## config.mk

```make
export PLATFORM = sky130hd
export DESIGN_NAME = bootdata_streamer
export DESIGN_NICKNAME = d
export VERILOG_FILES = /design/src/rtl/bootdata_streamer.sv
export SDC_FILE = /design/constraint.sdc
export NUM_CORES = 1
export LEC_CHECK = 0
export ABC_CLOCK_PERIOD_IN_PS = 2800
export CORE_UTILIZATION = 30
export DETAILED_ROUTE_END_ITERATION = 10
export SETUP_SLACK_MARGIN = 0.2
export SYNTH_ARGS = -nofsm -noshare
export SYNTH_HDL_FRONTEND = slang
export SYNTH_SLANG_ARGS = --single-unit
export TNS_END_PERCENT = 1
```

## constraint.sdc

```tcl
create_clock -name clk -period 2.8 [get_ports clk]
set_clock_uncertainty 0.15 [all_clocks]
set_input_delay 0.42 -clock clk [delete_from_list [all_inputs] [get_ports clk]]
set_output_delay 0.42 -clock clk [all_outputs]
set_load 0.05 [all_outputs]
```

## src/rtl/bootdata_streamer.sv

```systemverilog
// rtl/bootdata_streamer.sv - host-side ROM boot-data streamer over a four-phase req/ack link
//
// Purpose:
//   On a start pulse, holds host_reset high for RESET_CYCLES cycles. It then
//   fetches ROM_BYTES/4 words from a word-addressed source. Each word goes to
//   the bootloader over a four-phase handshake (req up, ack up, req down,
//   ack down). If an ack edge does not arrive within ACK_TIMEOUT cycles, the
//   streamer aborts into ERROR.
//
// Ports:
//   clk                clock, rising edge
//   reset              synchronous, active-high; returns to IDLE
//   start              single-cycle start pulse; honoured only in IDLE/DONE/ERROR
//   src_addr[12:0]     word address presented with src_rd
//   src_rd             one-cycle read strobe to the source
//   src_valid          one-cycle pulse qualifying src_data
//   src_data[31:0]     fetched word (byte 0 in [7:0])
//   host_bootdata      word presented to the bootloader
//   host_bootdata_req  request line
//   host_bootdata_ack  acknowledge line, may be asynchronous to clk
//   host_reset         bootloader reset / address restart
//   busy, done, error  status

module bootdata_streamer #(
    parameter int ROM_BYTES    = 32768,
    parameter int RESET_CYCLES = 16,
    parameter int ACK_TIMEOUT  = 65535
) (
    input  logic        clk,
    input  logic        reset,
    input  logic        start,
    output logic [12:0] src_addr,
    output logic        src_rd,
    input  logic        src_valid,
    input  logic [31:0] src_data,
    output logic [31:0] host_bootdata,
    output logic        host_bootdata_req,
    input  logic        host_bootdata_ack,
    output logic        host_reset,
    output logic        busy,
    output logic        done,
    output logic        error
);

    localparam int          NWORDS   = ROM_BYTES / 4;
    localparam logic [12:0] LAST_IDX = 13'(NWORDS - 1);
    localparam int          RW       = $clog2(RESET_CYCLES + 1);
    localparam int          TW       = $clog2(ACK_TIMEOUT + 1);

    typedef enum logic [2:0] {
        S_IDLE,
        S_RESET,
        S_FETCH,
        S_WAIT_SRC,
        S_REQ,
        S_RELEASE,
        S_DONE,
        S_ERROR
    } state_t;

    state_t        state;
    logic [RW-1:0] rst_cnt;
    logic [TW-1:0] to_cnt;
    logic [12:0]   idx;

    // Two-flop synchronizer. The FSM only ever looks at ack_s.
    logic ack_m;
    logic ack_s;

    always_ff @(posedge clk) begin
        if (reset) begin
            ack_m <= 1'b0;
            ack_s <= 1'b0;
        end else begin
            ack_m <= host_bootdata_ack;
            ack_s <= ack_m;
        end
    end

    // All outputs are registered. They are assigned on the transition
    // into the state that owns them.
    always_ff @(posedge clk) begin
        if (reset) begin
            state             <= S_IDLE;
            rst_cnt           <= '0;
            to_cnt            <= '0;
            idx               <= '0;
            src_addr          <= '0;
            src_rd            <= 1'b0;
            host_bootdata     <= '0;
            host_bootdata_req <= 1'b0;
            host_reset        <= 1'b0;
            busy              <= 1'b0;
            done              <= 1'b0;
            error             <= 1'b0;
        end else begin
            src_rd <= 1'b0;

            case (state)
                S_IDLE, S_DONE, S_ERROR: begin
                    if (start) begin
                        state      <= S_RESET;
                        rst_cnt    <= RW'(RESET_CYCLES);
                        idx        <= '0;
                        host_reset <= 1'b1;
                        busy       <= 1'b1;
                        done       <= 1'b0;
                        error      <= 1'b0;
                    end
                end

                S_RESET: begin
                    // The exit fires in the cycle the counter would reach
                    // zero. This keeps host_reset high for exactly
                    // RESET_CYCLES cycles.
                    if (rst_cnt == RW'(1)) begin
                        state      <= S_FETCH;
                        host_reset <= 1'b0;
                        src_rd     <= 1'b1;
                        src_addr   <= idx;
                    end else begin
                        rst_cnt <= rst_cnt - RW'(1);
                    end
                end

                S_FETCH: begin
                    state <= S_WAIT_SRC;
                end

                S_WAIT_SRC: begin
                    // No timeout here. The source latency is unbounded.
                    if (src_valid) begin
                        state             <= S_REQ;
                        host_bootdata     <= src_data;
                        host_bootdata_req <= 1'b1;
                        to_cnt            <= TW'(ACK_TIMEOUT);
                    end
                end

                S_REQ: begin
                    if (ack_s) begin
                        state             <= S_RELEASE;
                        host_bootdata_req <= 1'b0;
                        to_cnt            <= TW'(ACK_TIMEOUT);
                    end else if (to_cnt == '0) begin
                        state             <= S_ERROR;
                        host_bootdata_req <= 1'b0;
                        busy              <= 1'b0;
                        error             <= 1'b1;
                    end else begin
                        to_cnt <= to_cnt - TW'(1);
                    end
                end

                S_RELEASE: begin
                    if (!ack_s) begin
                        if (idx == LAST_IDX) begin
                            state <= S_DONE;
                            busy  <= 1'b0;
                            done  <= 1'b1;
                        end else begin
                            // Go straight into FETCH. The strobe and the
                            // next address are issued together here.
                            state    <= S_FETCH;
                            idx      <= idx + 13'd1;
                            src_rd   <= 1'b1;
                            src_addr <= idx + 13'd1;
                        end
                    end else if (to_cnt == '0) begin
                        state <= S_ERROR;
                        busy  <= 1'b0;
                        error <= 1'b1;
                    end else begin
                        to_cnt <= to_cnt - TW'(1);
                    end
                end

                default: begin
                    state <= S_IDLE;
                end
            endcase
        end
    end

endmodule

```

==> results.toml <==
[power]
switching_share = 0.3883
pwr-share-seq = 0.337
power.total_w = 0.004965
p_int_w = 0.003037
p_per_area_mw_per_mm2 = 854.9
switchingPower_w = 0.001928
combPwrFrac = 0.400
clockPowerShare = 0.263
peakVddDrop_v = 0.0003006
p_leak_nw = 1.974

[clocking]
cts_tree = "done"
cts-hold-fix-buffers = 0
insertion_delay_ns = 0.34
htree_levels = 3
post-cts-setup-buffer-count = 0
clkSinkCount = 90
cts_buffers = 9
cts_resized = 0
clk_pin_slew_ns = 0.06
root_buffer = "clkbuf_16"
cts_buffer_depth = 2

[floorplanning]
fp-row-count = 44
io_pins = 88
coreArea_mm2 = 0.01448
die_y_um = 123.4
die-width_um = 123.4
die_area_mm2 = 0.01524
initial_utilization = 0.3056

[global_route]
grt_pass1_wl_um = 18420
grt_pass1_vias = 3972
grt_usage = 0.1539
grt_overflow = 0
grt_max_degree = 58
grt_antenna_before_repair = 0

[detailed_routing]
dr.pass1.iters = 6
via_per_inst = 5.141
vias = 4159
drc = 0
ant_nets = 0
drt-initial-drc-count = 249
post_drt_wl_per_cell_um = 13.92
drt_wl_total_um = 11260

[outcome]
status = "finished, final reports clean"

[worst_setup_path]
path_cells = "ha_1, nand3_2, nor4_4, o21ai_2, buf_4, nor2_1, a211oi_2"
crit_required_ns = 2.86
crit_buf_inv = 1
cp_slowest_cell = "nor4_4"
worstSetupEndpointType = "register"
cp_top_family = "simple AND/OR/NAND/NOR gates"
path_max_fanout = 20
reg2reg_depth = 7
cpPeakStageDelay_ns = 0.56
critPathKind = "register to register"
start_kind = "register"
crit_arrival_ns = 2.39
r2r-end = "src_addr[9]$_SDFFE_PP0P_"
worstReg2RegStart = "idx[1]$_SDFFE_PP0P_"
rrSetupSlack_ns = 0.47

[logic_synthesis]
synth_seq_area_share = 0.4072
synthMostInstantiatedCell = "nand2_1"
yosysTopAreaCell = "dfxtp_1"
synth_edf_count = 0
synth_top_cells_by_count = "nand2_1, dfxtp_1, a21oi_1"
synth_cell_type_count = 60
postSynth.asyncResetShare = 0
syn_inst = 539
ys_warn_count = 0
netlist_area_mm2 = 0.004424
synth_area_leaders = "dfxtp_1, nand2_1, a21oi_1"
syn_nets = 582
netlist.area_leader.share = 0.4072
synth-seq-cells = 90
synth-main-ff-cell = "dfxtp_1"
avgSynthCellArea_um2 = 8.208

[finish]
area.growth.synth_to_final_pct = 31.28
fillers = 1430
drive_gt1_frac = 0.1008
final_core_util = 0.4011
stdcell_area_mm2 = 0.005808
num_antenna_cells = 0
fin_nets = 663

[timing]
hold_viol = 0
tns_ns = 0
period_share = 0.8312
relSlewSlack = 0.5569
tightestPinTransition_ns = 0.6646
period_needed_ns = 2.327
max_freq_mhz = 429.7
rsz0062_at_grt = "false"
drv_slew = 0
setup_viol = 0

[place]
numPortBuffers = 87
placed_area_mm2 = 0.005488
place_congestion = 0.8642
hpwl_um = 7881

[worst_hold_path]
hold_start = "ack_m$_SDFF_PP0_"
hold-path-endpoint = "ack_s$_SDFF_PP0_"
whs_path_depth = 1
min_path_type = "register to register"

[job]
cap_violations = 0
-- cell type report --
| class | instances | area, µm² | share of cell area |
|---|---|---|---|
| Clock buffer | 11 | 242.7 | 0.04179 |
| Clock inverter | 5 | 77.57 | 0.01336 |
| Inverter | 19 | 71.32 | 0.01228 |
| Multi-Input combinational cell | 396 | 2391 | 0.4117 |
| Sequential cell | 90 | 1802 | 0.3102 |
| Tap cell | 184 | 230.2 | 0.03964 |
| Timing Repair Buffer | 104 | 993.5 | 0.1710 |
-- cells in the final DEF, fill, tap and decap left out, types with 3 or more instances in the layout --
master,synthesis,final
or3_1,3,3
clkbuf_16,0,9
and2_1,3,3
nand2_1,92,92
ha_1,6,6
nor4_1,6,6
xor2_1,5,5
mux2i_1,4,4
nor3_1,17,17
nand2b_1,4,4
nor2b_1,6,6
nor2_1,45,45
buf_4,0,17
a211oi_1,4,4
inv_1,19,19
nor4_4,3,3
clkdlybuf4s50_1,0,86
dfxtp_1,90,90
xnor2_1,11,11
o211a_1,4,4
a31oi_1,4,4
a21oi_1,63,63
a311oi_2,5,5
nand4_1,5,5
a311oi_1,7,7
o21ai_1,3,3
o31a_1,4,4
o211ai_1,5,5
a211oi_2,12,12
nand3_1,15,15
o21ai_0,24,24
-- metrics by stage --
stage | hold WS, ns | cells | worst slack [ns]
after floorplan | 0.2638 | 539 | 0.7648
after global placement | 0.2670 | 793 | 0.4718
after detailed placement | 0.2827 | 793 | 0.4493
after CTS | 0.3047 | 809 | 0.4708
after global routing | 0.3278 | 809 | 0.2391
final | 0.2973 | 809 | 0.4726
-- power groups by stage --
stage               clock (W)  sequential [W]  combinational (W)
floorplan                   0         0.00189            0.00126
CTS                   0.00135         0.00167            0.00199
detailed placement          0         0.00170            0.00198
global placement            0         0.00169            0.00195
global route          0.00139         0.00171            0.00218
finish                0.00131         0.00167            0.00199
-- registers in the layout, summed over array words and instances (netlist names), 3 cells and up --
register       flops
host_bootdata     32
to_cnt            16
idx               13
src_addr          13
rst_cnt            5
state              3
-- worst max-delay path by stage --
stage / slack (ns) / endpoint / from / cells past startpoint
after CTS: 0.47 / src_addr[9]$_SDFFE_PP0P_ / idx[0]$_SDFFE_PP0P_ / 7
after floorplan: 0.76 / src_addr[0]$_SDFFE_PP0P_ / idx[1]$_SDFFE_PP0P_ / 7
final: 0.47 / src_addr[9]$_SDFFE_PP0P_ / idx[1]$_SDFFE_PP0P_ / 7
after detailed placement: 0.45 / to_cnt[7]$_SDFFE_PP0P_ / src_valid / 7
after global routing: 0.24 / to_cnt[7]$_SDFFE_PP0P_ / to_cnt[0]$_SDFFE_PP0P_ / 7
after global placement: 0.47 / to_cnt[4]$_SDFFE_PP0P_ / src_valid / 7
-- logic make-up (layout without fill, tap and decap cells) --
family          after synthesis  in the layout  share of synthesized area
mux                           4              4                   0.009050
simple gates                217            217                     0.2415
xor+xnor                     16             16                    0.03167
compound gates              153            153                     0.2412
buf+inv                      53            139                    0.05232
flops                        90             90                     0.4072
fa+ha+maj                     6              6                    0.01697
-- per-layer routing --
layer | GRT usage | wire (µm)
met2 | 0.2395 | 5077
met4 | 0.06928 | 204
met5 | 0 | 0
met1 | 0.1924 | 5275
met3 | 0.05028 | 701
(Power assumes the default switching activity.)
